--- src/rtl/range_session_arbiter.sv ---
// Round-robin arbiter sharing one min/max range tracker among requesters.
// Ports: clock/reset, per-lane req/data/valid/last, grant, busy, result
//   port (res_valid/res_ready/res_id/res_min/res_max/res_range/res_error);
//   RANGE_ARB_STATS_EN adds res_count and err_total.
module range_session_arbiter #(
  parameter int NUM_REQ = 4,
  parameter int WIDTH   = 10,
  parameter int TIMEOUT = 255
) (
  input  logic                       clock,
  input  logic                       reset,
  input  logic [NUM_REQ-1:0]         req,
  input  logic [NUM_REQ*WIDTH-1:0]   data_in,
  input  logic [NUM_REQ-1:0]         data_valid,
  input  logic [NUM_REQ-1:0]         data_last,
  output logic [NUM_REQ-1:0]         grant,
  output logic                       busy,
  output logic                       res_valid,
  input  logic                       res_ready,
  output logic [$clog2(NUM_REQ)-1:0] res_id,
  output logic [WIDTH-1:0]           res_min,
  output logic [WIDTH-1:0]           res_max,
  output logic [WIDTH-1:0]           res_range,
`ifdef RANGE_ARB_STATS_EN
  output logic [15:0]                res_count,
  output logic [7:0]                 err_total,
`endif
  output logic                       res_error
);

  localparam int ID_W = $clog2(NUM_REQ);
  localparam logic [15:0] TO = 16'(TIMEOUT);

  localparam logic [1:0] S_IDLE   = 2'd0;
  localparam logic [1:0] S_ACTIVE = 2'd1;
  localparam logic [1:0] S_DONE   = 2'd2;

  logic [1:0]       state;
  logic [ID_W-1:0]  last_id;
  logic [WIDTH-1:0] min_q;
  logic [WIDTH-1:0] max_q;
  logic [15:0]      count;
  logic [15:0]      timer;

  logic [ID_W-1:0]  win_id;
  logic             win_hit;
  logic             g_req;
  logic             g_valid;
  logic             g_last;
  logic [WIDTH-1:0] g_data;
  logic [15:0]      cnt_inc;
  logic [15:0]      timer_inc;
  logic [WIDTH-1:0] fin_min;
  logic [WIDTH-1:0] fin_max;
  logic [15:0]      fin_cnt;
  logic             fin;
  logic             fin_err;

  // Rotating search: first set req bit at or above last_id+1.
  always_comb begin
    win_id  = '0;
    win_hit = 1'b0;
    for (int k = 0; k < NUM_REQ; k++) begin
      int idx;
      idx = (int'(last_id) + 1 + k) % NUM_REQ;
      if (!win_hit && req[ID_W'(idx)]) begin
        win_hit = 1'b1;
        win_id  = ID_W'(idx);
      end
    end
  end

  always_comb begin
    g_req     = req[res_id];
    g_valid   = data_valid[res_id];
    g_last    = data_last[res_id];
    g_data    = data_in[res_id*WIDTH +: WIDTH];
    cnt_inc   = (count == 16'hFFFF) ? count : count + 16'd1;
    timer_inc = timer + 16'd1;
    fin_min   = (g_valid && g_data < min_q) ? g_data : min_q;
    fin_max   = (g_valid && g_data > max_q) ? g_data : max_q;
    fin_cnt   = g_valid ? cnt_inc : count;
    fin       = 1'b0;
    fin_err   = 1'b0;
    // A valid last beats a simultaneous req drop.
    if (state == S_ACTIVE) begin
      if (g_valid && g_last) begin
        fin = 1'b1;
      end else if (!g_req) begin
        fin     = 1'b1;
        fin_err = 1'b1;
      end else if (!g_valid && timer_inc == TO) begin
        fin     = 1'b1;
        fin_err = 1'b1;
      end
    end
  end

  always_ff @(posedge clock) begin
    if (!reset) begin
      state     <= S_IDLE;
      last_id   <= ID_W'(NUM_REQ - 1);
      res_id    <= '0;
      min_q     <= '0;
      max_q     <= '0;
      count     <= '0;
      timer     <= '0;
      res_min   <= '0;
      res_max   <= '0;
      res_range <= '0;
      res_error <= 1'b0;
    end else begin
      unique case (state)
        S_IDLE: begin
          if (win_hit) begin
            state  <= S_ACTIVE;
            res_id <= win_id;
            min_q  <= '1;
            max_q  <= '0;
            count  <= '0;
            timer  <= '0;
          end
        end
        S_ACTIVE: begin
          if (g_valid) begin
            min_q <= fin_min;
            max_q <= fin_max;
            count <= cnt_inc;
            timer <= '0;
          end else begin
            timer <= timer_inc;
          end
          if (fin) begin
            state     <= S_DONE;
            res_error <= fin_err;
            if (fin_cnt == 16'd0) begin
              res_min   <= '0;
              res_max   <= '0;
              res_range <= '0;
            end else begin
              res_min   <= fin_min;
              res_max   <= fin_max;
              res_range <= fin_max - fin_min;
            end
          end
        end
        S_DONE: begin
          if (res_ready) begin
            state   <= S_IDLE;
            last_id <= res_id;
          end
        end
        default: state <= S_IDLE;
      endcase
    end
  end

`ifdef RANGE_ARB_STATS_EN
  assign res_count = count;

  always_ff @(posedge clock) begin
    if (!reset) begin
      err_total <= '0;
    end else if (fin && fin_err && err_total != 8'hFF) begin
      err_total <= err_total + 8'd1;
    end
  end
`endif

  assign grant     = (state == S_ACTIVE) ? (NUM_REQ'(1) << res_id) : '0;
  assign busy      = (state != S_IDLE);
  assign res_valid = (state == S_DONE);

endmodule

--- config.mk ---
export PLATFORM = sky130hd
export DESIGN_NAME = range_session_arbiter
export DESIGN_NICKNAME = d
export VERILOG_FILES = /design/src/rtl/range_session_arbiter.sv
export SDC_FILE = /design/constraint.sdc
export NUM_CORES = 1
export LEC_CHECK = 0
export ABC_AREA = 1
export BUFFER_PORTS_ARGS = -buffer_cell sky130_fd_sc_hd__buf_4
export CAP_MARGIN = 20
export CORE_UTILIZATION = 50
export CTS_CLUSTER_SIZE = 14
export DETAILED_ROUTE_END_ITERATION = 12
export PLACE_DENSITY = 0.78
export SYNTH_ARGS = -nofsm -noshare
export SYNTH_HDL_FRONTEND = slang
export SYNTH_SLANG_ARGS = --single-unit
--- constraint.sdc ---
create_clock -name clock -period 4 [get_ports clock]
set_clock_uncertainty 0.2 [all_clocks]
set_input_delay 0.6 -clock clock [delete_from_list [all_inputs] [get_ports clock]]
set_output_delay 0.6 -clock clock [all_outputs]
set_load 0.1 [all_outputs]
# Yosys cells after proc, flatten, opt, wreduce, memory -nomap -nowiden
# Index checks and enable logic that the tools add are counted.
totals:
  reg_bits: 89
  elab_cells: 110
classes:
  addsub: 7
  mul: 1
  n_lt_le_gt_ge: 7
  eq_ne: 8
  shifts: 2
  n_mux: 53
  n_reduce_logical: 21
op_table:
  columns: ["cell", "count"]
  rows:
  - ["two-way mux 10 bit", 9]
  - ["two-way mux 16 bit", 4]
  - ["one-hot mux 16 bit (2 select lines)", 2]
  - ["one-hot mux 10 bit (2 select lines)", 2]
  - ["indexed part select 40 x 7 -> 10 bit", 1]
  - ["adder 16 x 1 -> 16 bit (second input constant)", 2]
  - ["two-way mux 1 bit", 20]
  - ["equality test 16 bit (second input constant)", 1]
  - ["equality test 16 x 8 -> 1 bit (second input constant)", 1]
  - ["zero test 16 bit", 1]
  - ["less-than comparator 2 x 4 -> 1 bit (second input constant)", 4]
  - ["binary-select mux 1 bit (select 2 bit)", 7]
  - ["two-way mux 2 bit", 7]
  - ["greater-than comparator 10 bit", 1]
  - ["less-than comparator 10 bit", 1]
  - ["subtractor 10 bit", 1]
  - ["AND reduction 2 bit", 4]
  - ["logical AND 1 bit", 7]
  - ["adder 2 bit (second input constant)", 3]
  - ["!= test 2 bit (second input constant)", 3]
  - ["one-hot mux 2 bit (3 select lines)", 1]
  - ["AND reduction 3 bit", 2]
  - ["multiplier 2 x 3 -> 5 bit (second input constant)", 1]
  - ["zero test 1 bit", 4]
  - ["9 further kinds", 10]

# Depth between registers and ports, before layout
# Gate-level depths: netlist of run 1.
logic_depth:
  depth_word: 16
  ltp_mapped: 29
  mapped_depth_nobuf: 27

# Least setup slack after synthesis of run 1
# Ideal clock, no wire load.
synth_path:
  path_type: "reg-to-reg"
  startpoint: "register res_id[0]"
  endpoint: "register res_range[6]"
  arrival_time_ns: 4.486
  t_required_ns: 3.727
  setup_slack_ns: -0.758
  path_stages_with_launch: 27
  period_less_slack_ns: 4.758
  path_cell_list: "dfxtp_1 > inv_2 > nand2_1 > inv_2 > clkbuf_1 > a22oi_1 > and3_1 > inv_1 > ha_1 > nand2_1 > nor2_1 > nand2_1 > nor2_1 > nor2_1 > nand2_1 > inv_2 > o21ai_0 > ha_1 > inv_1 > fa_1 > nand3_1 > nand2_1 > a21oi_1 > o21ai_0 > xor2_1 > nand3b_1 > a21oi_1"
synth_between:
  elab_chain_cells: 9
  elab_cells_between_ends: 26
  classes_between: "add/sub (1); mul (1); order compare (2); shift (1); mux (14); reduce/logical (7)"
synth_lines:
  columns: ["item", "line_no", "text"]
  rows:
  - ["start, declared", "20", "output logic [$clog2(NUM_REQ)-1:0] res_id,"]
  - ["start signal, assigned", "117", "res_id <= win_id;"]
  - ["branches (longest 9 deep; another with greater-than comparator 10 bit)", null, null]
  - ["end signal, assigned", "143", "res_range <= fin_max - fin_min;"]
  - ["end, declared", "23", "output logic [WIDTH-1:0] res_range,"]
# Several ways; the timed one is not identified. The select of a mux whose other input is x is not followed.
# A chain may end at the register's enable or synchronous reset.

# Worst setup path after layout of run 1
layout_path:
  startpoint: "register res_id[0]"
  endpoint: "register res_range[5]"
# Same word-level chain as after synthesis.

==> impl_summary.log, run 1 <==
[metrics] area occupied by registers: roughly 1800 sq um
[metrics] DIE AREA: 12900 sq um
[metrics] Overflow after GRT: 0
[metrics] number of DRC markers after the initial detailed-route iteration: about 500
[metrics] signed area change from the synthesized netlist to the final layout: 30.4%
[metrics] proportion of synthesized flip-flops having asynchronous set or reset: 0%
[metrics] Core Footprint: 12100 sq um
[metrics] required time reported for the critical path endpoint: 4.00 ns
[metrics] setup slack after layout: -0.0366 ns
[metrics] site row count: 40
[metrics] Max Cap Viol: 0
[metrics] vias after detailed routing: 6863
[metrics] Worst setup SP type: register
[metrics] global-route wire length before repair: 27900 microns
[metrics] clock-pin slew of the registers on the worst-case setup and hold paths: approximately 0.07 ns
[metrics] count of final hold-check violations: 0
[metrics] drt pass-1 iters: 5
[metrics] Fillers: 1011
[metrics] total area of multi-input combinational cells: 4130 sq um
[metrics] number of global-route vias before repair: 6129
[metrics] violations in the final reports: setup timing
[metrics] fraction of post-synthesis cell area in the top cell type by area: between 20% and 30%
[metrics] clock buffers created by TritonCTS: 9
[metrics] routed vias/inst: ~5.3
[metrics] top_reg_cell synth: dfxtp_1
[metrics] mean instance size in the synthesized netlist: 6.34 sq um
[metrics] design area: a little over 8000 sq um
[metrics] Crit Path Class: register to register
[metrics] antenna violations before repair: 0
[metrics] insertion delay of the later-clocked pin in the worst-skew pair: 0.35 ns
[metrics] count of final setup violators: 1
[metrics] area post-placement: about 7400 sq um
[metrics] Synthesis Warnings: 0
[metrics] Final Wtd Congestion: ~0.96
[metrics] ratio of cells with drive above 1 in the final layout: 24.7%
[metrics] Post-Synthesis Cells: between 900 and 1000
[metrics] antenna-violating nets left: 0
[metrics] overall fraction of global-route tracks in use: 26.9%
[metrics] Total Negative Setup Slacks: -0.0366 ns
[metrics] ant diodes: 0
[metrics] transition time at the pin with the least slew margin: roughly 1.0 ns
[metrics] sequential fraction of the synthesis area: around 29%
[metrics] cell type with the highest aggregate area in the netlist: dfxtp_1
[metrics] run status: finished, violations left
[metrics] I/O Pins: 94
[metrics] largest voltage drop on the vdd net: 0.000883 V
[metrics] worst min path class: register to register
[metrics] CTS Sinks: 89
[metrics] data arrival time of the critical path: 4.03 ns
[metrics] synth unique cells: between 40 and 50
[metrics] DRC violation count after routing: 0
[metrics] synthesis-stage register bit count: 89
[metrics] endpoint type of the worst setup path: register
[metrics] TritonCTS clock tree: yes
[metrics] count of flip-flops with a built-in enable after synthesis: 0
[metrics] htree depth: 3
[metrics] Final min period: 4.04 ns
[metrics] master cell of the clock root buffer: clkbuf_16
[metrics] total power per unit cell area: approximately 1000 nW/um^2
[metrics] final wirelength: 17900 microns
[metrics] Relative slew margins: 31.4%
[metrics] height of the die: 113 microns
[metrics] post-cts hold buffer count: 0
[metrics] Post-layout nets: 1205
[metrics] final max-slew violation count: 0
[metrics] Final period util: 101%
[metrics] initial core utilization: about 51%
[metrics] upper clock frequency limit: 0.248 GHz
[metrics] HPWL reported at the end of detailed placement: between 10000 and 15000 microns
[metrics] average wire per cell in the routed design: 13.9 microns
[metrics] Max Buffers Root-to-Sink: 2
[metrics] post-synthesis net count: 1066
[metrics] most common cell after layout, fill and taps aside: nand2_1
[metrics] Pleak: 3.55 nW
[metrics] unrepaired setup endpoints after global routing: yes
[metrics] power consumption: 8.27 mW
[metrics] commonest non-fill, non-tap cells in the layout: nand2_1, buf_4, inv_1
[metrics] IO Port Bufs: just over 90
[metrics] Setup WS pre-CTS: -0.125 ns
[metrics] biggest area contributors in the synthesized netlist: dfxtp_1, nand2_1, nand3_1, a21oi_1, ha_1
[metrics] maximum fanout along the worst path: 8
[metrics] pin count of the biggest net entering global routing: 48
[metrics] cell area after synthesis: 6210 sq um
[metrics] horizontal die dimension: 113 microns
[through the flow]
stage          utilization (%)  instances  hold WS, ns
4_1_cts                   63.6       1277        0.267
3_3_place_gp              61.2       1261        0.250
2_1_floorplan                -        979        0.241
3_5_place_dp              61.2       1261        0.257
5_1_grt                   67.1       1291        0.280
6_report                  67.1       1291        0.266
[registers in the layout, summed over array words and instances (netlist names)]
register and flops:
state 2, res_max 10, last_id 2, res_error 1
res_range 10, res_min 10, count 16, res_id 2
max_q 10, timer 16, min_q 10
[critical path, cell delays in order (launching register included)]
cell,delay (ns)
dfxtp_4,0.37
inv_4,0.07
nor2_2,0.03
buf_4,0.15
a22oi_1,0.13
and3_1,0.21
inv_2,0.08
ha_4,0.27
nand2_1,0.09
nor2_4,0.14
nand2_1,0.08
nor2_1,0.21
nor2_2,0.09
nand2_4,0.12
inv_6,0.06
buf_12,0.13
nand2_1,0.06
o21ai_1,0.08
ha_1,0.35
a21oi_1,0.20
o21ai_2,0.10
a21oi_2,0.16
buf_4,0.13
xor2_1,0.14
nand3b_1,0.12
a21oi_1,0.08
[power by group]
| group | switching [mW] | total, mW | leakage (nW) | internal (mW) |
|---|---|---|---|---|
| sequential | 0.164 | 1.26 | 0.726 | 1.10 |
| clock | 0.371 | 0.809 | 0.129 | 0.439 |
| combinational | 3.75 | 6.21 | 2.70 | 2.45 |
[layout make-up]
class	count	area share (%)
Clock inverter	4	0.356
Inverter	112	5.35
Multi-Input combinational cell	741	51.1
Sequential cell	89	22.1
Timing Repair Buffer	165	15.5
Clock buffer	12	3.05
Tap cell	168	2.60
[repair_timing]
action,in CTS,in global routing
cloned,0,2
pin swaps,1,32
setup buffers,0,13
resized for setup,8,66
endpoints found under the setup margin,4,6
[final timing paths]
| path | startpoint | end | slack (ns) | depth (start not counted) |
|---|---|---|---|---|
| max | res_id[0]$_SDFFE_PN0P_ | res_range[5]$_SDFFE_PN0P_ | -0.04 | 25 |
| min | res_range[0]$_SDFFE_PN0P_ | res_range[0]$_SDFFE_PN0P_ | 0.27 | 2 |
| max reg2reg | res_id[0]$_SDFFE_PN0P_ | res_range[5]$_SDFFE_PN0P_ | -0.04 | 25 |
| min reg2reg | res_range[0]$_SDFFE_PN0P_ | res_range[0]$_SDFFE_PN0P_ | 0.27 | 2 |
[kinds of logic after synthesis]
logic type / Yosys count / share of synthesized area, %
buffers and inverters: 150 / 10.1
XOR/XNOR: 12 / 1.69
adder cells (fa/ha/maj): 32 / 6.57
flip-flops: 89 / 28.7
AND/OR/NAND/NOR: 532 / 37.0
AO/OA/AOI/OAI: 163 / 15.8
multiplexers: 1 / 0.161
[per-layer routing]
layer,GRT usage [%],wire length (microns),share of wire [%],vias to the layer above
met3,5.37,864,4.8,67
li1,-,-,-,3482
met1,31.7,7440,42,3097
met2,47.4,8850,49,217
met4,11.5,734,4.1,0
met5,0,0,0,-
[Yosys cell counts, types with 2 or more instances]
library cell / instances
nand4_1: 17
buf_4: 3
a21oi_1: 78
a21o_1: 2
nand3_1: 91
nor2_1: 58
nand2_2: 15
inv_1: 102
and3_1: 4
nand2_1: 316
nor2_2: 5
or2_1: 3
nor3_1: 8
dfxtp_1: 89
a21oi_2: 10
clkbuf_1: 17
nor2_4: 2
o21ai_0: 23
buf_2: 14
buf_6: 3
o21a_1: 8
o221ai_1: 10
o21bai_1: 7
xor2_1: 6
ha_1: 31
o21ai_1: 7
inv_2: 8
nand3b_1: 11
o211ai_1: 4
xnor2_1: 6
a22oi_1: 10
clkinv_1: 2
Power figures use the tool's default switching activity.
==> run 2: changes to the inputs <==
CORE_ASPECT_RATIO = 1.1   (was default)
SKIP_CTS_REPAIR_TIMING = 1   (was default)
==> run 2 against run 1 <==
The run still ends with setup timing left. Cell count decreased by 0.93%. Die area about the same. Count of clock-buffer cells in the layout decreased by 3. Core utilization increased by 1.4 points. Sequential share of layout area decreased by 0.50 points. Setup slack got worse by 0.035 ns. Via count increased by 5.0%. Final area increased by 2.3%. Register-to-register slack got worse by 0.04 ns. Critical endpoint is now res_range[8]$_SDFFE_PN0P_. Highest routed layer unchanged.
==> impl_summary.log, run 2 (synthesis results as in run 1) <==
[metrics] htree depth: 3
[metrics] master cell of the clock root buffer: clkbuf_16
[metrics] unrepaired setup endpoints after global routing: yes
[metrics] number of DRC markers after the initial detailed-route iteration: about 660
[metrics] Endpoint, Worst Hold: res_range[0]$_SDFFE_PN0P_
[metrics] Worst setup SP type: register
[metrics] Max Buffers Root-to-Sink: 2
[metrics] transition time at the pin with the least slew margin: ~1.0 ns
[metrics] crit-path max cell delay: 0.39 ns
[metrics] Final min period: 4.07 ns
[metrics] Min-Delay Startpoint: res_range[0]$_SDFFE_PN0P_
[metrics] I/O Pins: 94
[metrics] Reg2Reg Capture Point: res_range[8]$_SDFFE_PN0P_
[metrics] clock-pin slew of the registers on the worst-case setup and hold paths: 0.06 ns
[metrics] routed vias/inst: 5.63
[metrics] Setup WS pre-CTS: -0.0422 ns
[metrics] final max-slew violation count: 0
[metrics] count of final setup violators: 5
[metrics] worst hold slack: 0.266 ns
[metrics] vias after detailed routing: 7203
[metrics] Relative slew margins: 30.3%
[metrics] area occupied by registers: 1790 sq um
[metrics] violations in the final reports: setup timing
[metrics] antenna-violating nets left: 0
[metrics] cell with the biggest individual delay on the critical path: fa_2
[metrics] required time reported for the critical path endpoint: 4.09 ns
[metrics] ratio of cells with drive above 1 in the final layout: 28.2%
[metrics] commonest non-fill, non-tap cells in the layout: nand2_1, buf_4, inv_1
[metrics] Final period util: 102%
[metrics] cell count of the worst hold path: 2
[metrics] critical path startpoint: res_id[1]$_SDFFE_PN0P_
[metrics] FF-to-FF setup slack: -0.07 ns
[metrics] maximum fanout along the worst path: 7
[metrics] site row count: 42
[metrics] worst min path class: register to register
[metrics] DIE AREA: 12900 sq um
[metrics] HPWL reported at the end of detailed placement: 12600 microns
[metrics] final wirelength: 20100 microns
[metrics] CTS Sinks: 89
[metrics] setup slack after layout: -0.0720 ns
[metrics] global-route wire length before repair: 27700 microns
[metrics] data arrival time of the critical path: about 4.2 ns
[metrics] clock buffers created by TritonCTS: 9
[metrics] endpoint type of the worst setup path: register
[metrics] IO Port Bufs: 93
[metrics] count of cells along the worst register-to-register path: 24
[metrics] Crit Path Class: register to register
[metrics] ant diodes: 0
[metrics] Total Negative Setup Slacks: -0.213 ns
[metrics] drt pass-1 iters: 6
[metrics] pin count of the biggest net entering global routing: 44
[metrics] overall fraction of global-route tracks in use: between 20 and 30%
[metrics] cell count after placement: ~1200
[metrics] DRC violation count after routing: 0
[metrics] number of global-route vias before repair: 6172
[metrics] total area of multi-input combinational cells: 4300 sq um
[metrics] crit path cell chain: nand2_4 -> clkinvlp_4 -> buf_6 -> nand2_2 -> and3_4 -> inv_4 -> ha_4 -> a21oi_1 -> nor2_1 -> nor2_1 -> nand3_2 -> nand2_4 -> inv_4 -> o21ai_2 -> ha_2 -> inv_2 -> fa_2 -> nand3_2 -> nand2_2 -> nand4_1 -> o211ai_1 -> xnor2_1 -> nand3b_1 -> a21oi_2
[metrics] leading registers by flop count: count x16, timer x16
[metrics] count of final hold-check violations: 0
[metrics] Core Footprint: 12100 sq um
[metrics] initial core utilization: ~51%
[metrics] Fillers: 994
[metrics] most common cell after layout, fill and taps aside: nand2_1
[metrics] Final Wtd Congestion: ~0.94
[metrics] Max Cap Viol: 0
[metrics] run status: finished, violations left
[metrics] TritonCTS clock tree: yes
[metrics] height of the die: 119 microns
[metrics] antenna violations before repair: 0
[metrics] launching point of the worst reg2reg path: res_id[1]$_SDFFE_PN0P_
[metrics] horizontal die dimension: ~110 microns
[metrics] count of non-filler cells in the finished layout: ~1300
[metrics] upper clock frequency limit: 0.246 GHz
[metrics] average wire per cell in the routed design: between 15 and 20 microns
[metrics] Post-layout nets: 1210
[metrics] signed area change from the synthesized netlist to the final layout: 33.4%
[metrics] Overflow after GRT: 0
[metrics] insertion delay of the later-clocked pin in the worst-skew pair: ~0.35 ns
==> run 2: cell types whose count changed in the layout (fill, tap and decap cells not counted), moves of 3 or more <==
cell,previous run,this run
nand2_1,307,299
o21ai_2,3,11
ha_1,21,14
nand2_2,21,27
buf_6,1,6
ha_4,10,15
inv_1,98,93
o21ai_1,9,4
a22oi_1,7,4
a22oi_2,3,6
inv_2,8,11
nand3_1,86,83
nand3_2,5,8
nor2_4,4,7
==> run 2: final cells by class <==
| class | count | area share, % |
|---|---|---|
| Clock buffer | 9 | 2.72 |
| Multi-Input combinational cell | 741 | 51.9 |
| Clock inverter | 4 | 0.287 |
| Timing Repair Buffer | 170 | 15.8 |
| Sequential cell | 89 | 21.6 |
| Inverter | 112 | 5.27 |
| Tap cell | 154 | 2.33 |
==> run 2: worst max-delay path: cells and delay by family, from the launching register on <==
kind / cells / cell delay, ns
AO/OA/AOI/OAI: 4 / 0.65
XOR/XNOR: 1 / 0.14
adder cells (fa/ha/maj): 3 / 0.87
buffers and inverters: 5 / 0.55
flip-flops: 1 / 0.38
AND/OR/NAND/NOR: 11 / 1.23
==> run 2: through the flow <==
| stage | util (%) | cell area [sq um] |
|---|---|---|
| floorplan | - | 6230 |
| global placement | 60.3 | 7290 |
| detailed placement | 60.3 | 7290 |
| CTS | 62.4 | 7540 |
| global route | 68.5 | 8280 |
| finish | 68.5 | 8280 |
==> run 2: layer usage <==
metal / routed length [microns] / part of all wire, % / track usage [%] / vias up
li1: - / - / - / 3491
met2: 10000 / 50 / 48.5 / 290
met3: 1160 / 5.8 / 3.61 / 102
met5: 0 / 0 / 0 / -
met1: 7840 / 39 / 31.4 / 3320
met4: 1020 / 5.1 / 11.6 / 0
==> run 2: worst max-delay path by stage <==
stage,end,slack (ns),depth (start not counted)
floorplan,res_range[6]$_SDFFE_PN0P_,-0.003,24
global placement,res_range[7]$_SDFFE_PN0P_,0.007,20
detailed placement,res_range[7]$_SDFFE_PN0P_,-0.04,20
CTS,res_range[7]$_SDFFE_PN0P_,-0.02,24
global route,res_range[9]$_SDFFE_PN0P_,-0.26,24
finish,res_range[8]$_SDFFE_PN0P_,-0.07,24
Power of run 2 is left out: the tool's default activity adds up to more than one toggle a clock period on the data nets, which glitch-free logic cannot reach.
==> run 3: changes to the inputs <==
PLACE_DENSITY = 0.81   (was 0.78)
==> run 3 against run 2 <==
The flow still finishes with violations (setup timing). Largest cell class unchanged. Via count shrank 1.3%. Sequential share of layout area grew 0.30 points. Worst hold slack gained 0.0014 ns. Routed wire length shrank 3.7%. First-iteration DRC count shrank 23%. Non-clock buffer count shrank 3. Die area is the same. Critical path type unchanged. Cell count is essentially flat. Setup slack lost 0.073 ns.
==> impl_summary.log, run 3 (synthesis results as in run 1) <==
[metrics] final wirelength: a little under 20000 microns
[metrics] master cell of the clock root buffer: clkbuf_16
[metrics] vias after detailed routing: 7111
[metrics] height of the die: approximately 120 microns
[metrics] average wire per cell in the routed design: 15.1 microns
[metrics] worst min path class: register to register
[metrics] signed area change from the synthesized netlist to the final layout: 31.6%
[metrics] number of global-route vias before repair: a little over 6000
[metrics] DIE AREA: 12900 sq um
[metrics] transition time at the pin with the least slew margin: between 1 and 1.5 ns
[metrics] pin count of the biggest net entering global routing: 34
[metrics] IO Port Bufs: 93
[metrics] final max-slew violation count: 0
[metrics] endpoint type of the worst setup path: register
[metrics] routed vias/inst: between 5 and 6
[metrics] TritonCTS clock tree: yes
[metrics] antenna-violating nets left: 0
[metrics] Overflow after GRT: 0
[metrics] count of final hold-check violations: 0
[metrics] upper clock frequency limit: 0.241 GHz
[metrics] worst hold slack: between 0.2 and 0.3 ns
[metrics] overall fraction of global-route tracks in use: between 20% and 30%
[metrics] largest voltage drop on the vdd net: 0.00106 V
[metrics] initial core utilization: 51.3%
[metrics] most frequent cell on the critical path: nor2_1
[metrics] I/O Pins: 94
[metrics] data arrival time of the critical path: 4.18 ns
[metrics] crit-path max cell delay: 0.38 ns
[metrics] ant diodes: 0
[metrics] total area of multi-input combinational cells: 4170 sq um
[metrics] site row count: 42
[metrics] power consumption: 8.66 mW
[metrics] Final period util: 104%
[metrics] required time reported for the critical path endpoint: 4.03 ns
[metrics] number of DRC markers after the initial detailed-route iteration: 506
[metrics] ratio of cells with drive above 1 in the final layout: 25.8%
[metrics] clock buffers created by TritonCTS: 9
[metrics] CTS Sinks: just under 90
[metrics] htree depth: 3
[metrics] Core Footprint: ~12000 sq um
[metrics] DRC violation count after routing: 0
[metrics] cell with the biggest individual delay on the critical path: ha_1
[metrics] Max Cap Viol: 0
[metrics] Relative slew margins: 30.0%
[metrics] horizontal die dimension: 108 microns
[metrics] Pleak: 3.60 nW
[metrics] global-route wire length before repair: 28400 microns
[metrics] Post-layout nets: 1208
[metrics] antenna violations before repair: 0
[metrics] HPWL reported at the end of detailed placement: 12900 microns
[metrics] total power per unit cell area: 1060 nW/um^2
[metrics] Final Wtd Congestion: just over 0.9
[metrics] Fillers: between 1000 and 1500
[metrics] count of non-filler cells in the finished layout: 1280
[metrics] leading registers by flop count: count x16, timer x16
[metrics] setup slack after layout: -0.145 ns
[metrics] commonest non-fill, non-tap cells in the layout: nand2_1, buf_4, inv_1
[metrics] count of final setup violators: 6
[metrics] Worst setup SP type: register
[metrics] Final min period: 4.15 ns
[metrics] area occupied by registers: between 1500 and 2000 sq um
[metrics] insertion delay of the later-clocked pin in the worst-skew pair: between 0.3 and 0.4 ns
[metrics] Max Buffers Root-to-Sink: 2
[metrics] Crit Path Class: register to register
[metrics] violations in the final reports: setup timing
[metrics] maximum fanout along the worst path: 8
[metrics] most common cell after layout, fill and taps aside: nand2_1
[metrics] cell count after placement: 1247
[metrics] Worst Path Buf+Inv: 6
[metrics] run status: finished, violations left
[metrics] clock-pin slew of the registers on the worst-case setup and hold paths: 0.07 ns
[metrics] drt pass-1 iters: 5
[metrics] CP top delay family: simple AND/OR/NAND/NOR gates
==> run 3: changes by cell type in the layout (fill, tap and decap cells not counted), moves of 4 or more <==
cell     delta
o21ai_2     -5
ha_1        +8
ha_4        -6
nand2_1     +8
o21ai_1     +4
inv_1       +4
inv_2       -4
nand2_2     -6
==> run 3: path summary, 6_finish.rpt <==
kind                                              start                   endpoint  slack [ns]  cells after the start
worst max-delay path             res_id[1]$_SDFFE_PN0P_  res_range[9]$_SDFFE_PN0P_       -0.15                     25
worst max register to register   res_id[1]$_SDFFE_PN0P_  res_range[9]$_SDFFE_PN0P_       -0.15                     25
worst min register to register  res_max[9]$_SDFFE_PN0P_    res_max[9]$_SDFFE_PN0P_        0.27                      2
worst min-delay path            res_max[9]$_SDFFE_PN0P_    res_max[9]$_SDFFE_PN0P_        0.27                      2
==> run 3: final cells by class <==
| class | count | area share (%) |
|---|---|---|
| Timing Repair Buffer | 167 | 15.5 |
| Tap cell | 154 | 2.36 |
| Inverter | 112 | 5.42 |
| Timing Repair inverter | 1 | 0.0613 |
| Sequential cell | 89 | 21.9 |
| Clock buffer | 10 | 2.93 |
| Multi-Input combinational cell | 741 | 51.0 |
| Clock inverter | 6 | 0.797 |
==> run 3: power by group <==
group	switching [mW]	leakage, nW	total [mW]	internal [mW]
logic	3.98	2.72	6.52	2.53
registers	0.165	0.726	1.26	1.10
clock network	0.382	0.149	0.884	0.503
==> run 3: metal layers <==
metal / GRT usage [%] / wire length [microns] / part of all wire [%]
met4: 13.8 / 873 / 4.5
met5: 0 / 0 / 0
met2: 49.1 / 9690 / 50
met1: 31.9 / 7780 / 40
met3: 3.45 / 983 / 5.1
==> run 3: through the flow <==
stage                     setup TNS (ns)  utilization, %  instance area [sq um]  worst slack (ns)
after detailed placement           -1.21            60.8                   7350            -0.267
final                             -0.524            67.6                   8170            -0.145
after global placement            -0.565            60.8                   7350            -0.149
after global routing               -1.49            67.6                   8170            -0.367
after floorplan                 -0.00277               -                   6230          -0.00277
after CTS                          -1.33            63.3                   7650            -0.280
==> run 3: worst min-delay path, delay by kind of cell, from the launching register on <==
| kind | cells | cell delay [ns] |
|---|---|---|
| compound gates | 1 | 0.05 |
| flops | 1 | 0.31 |
| simple gates | 1 | 0.06 |
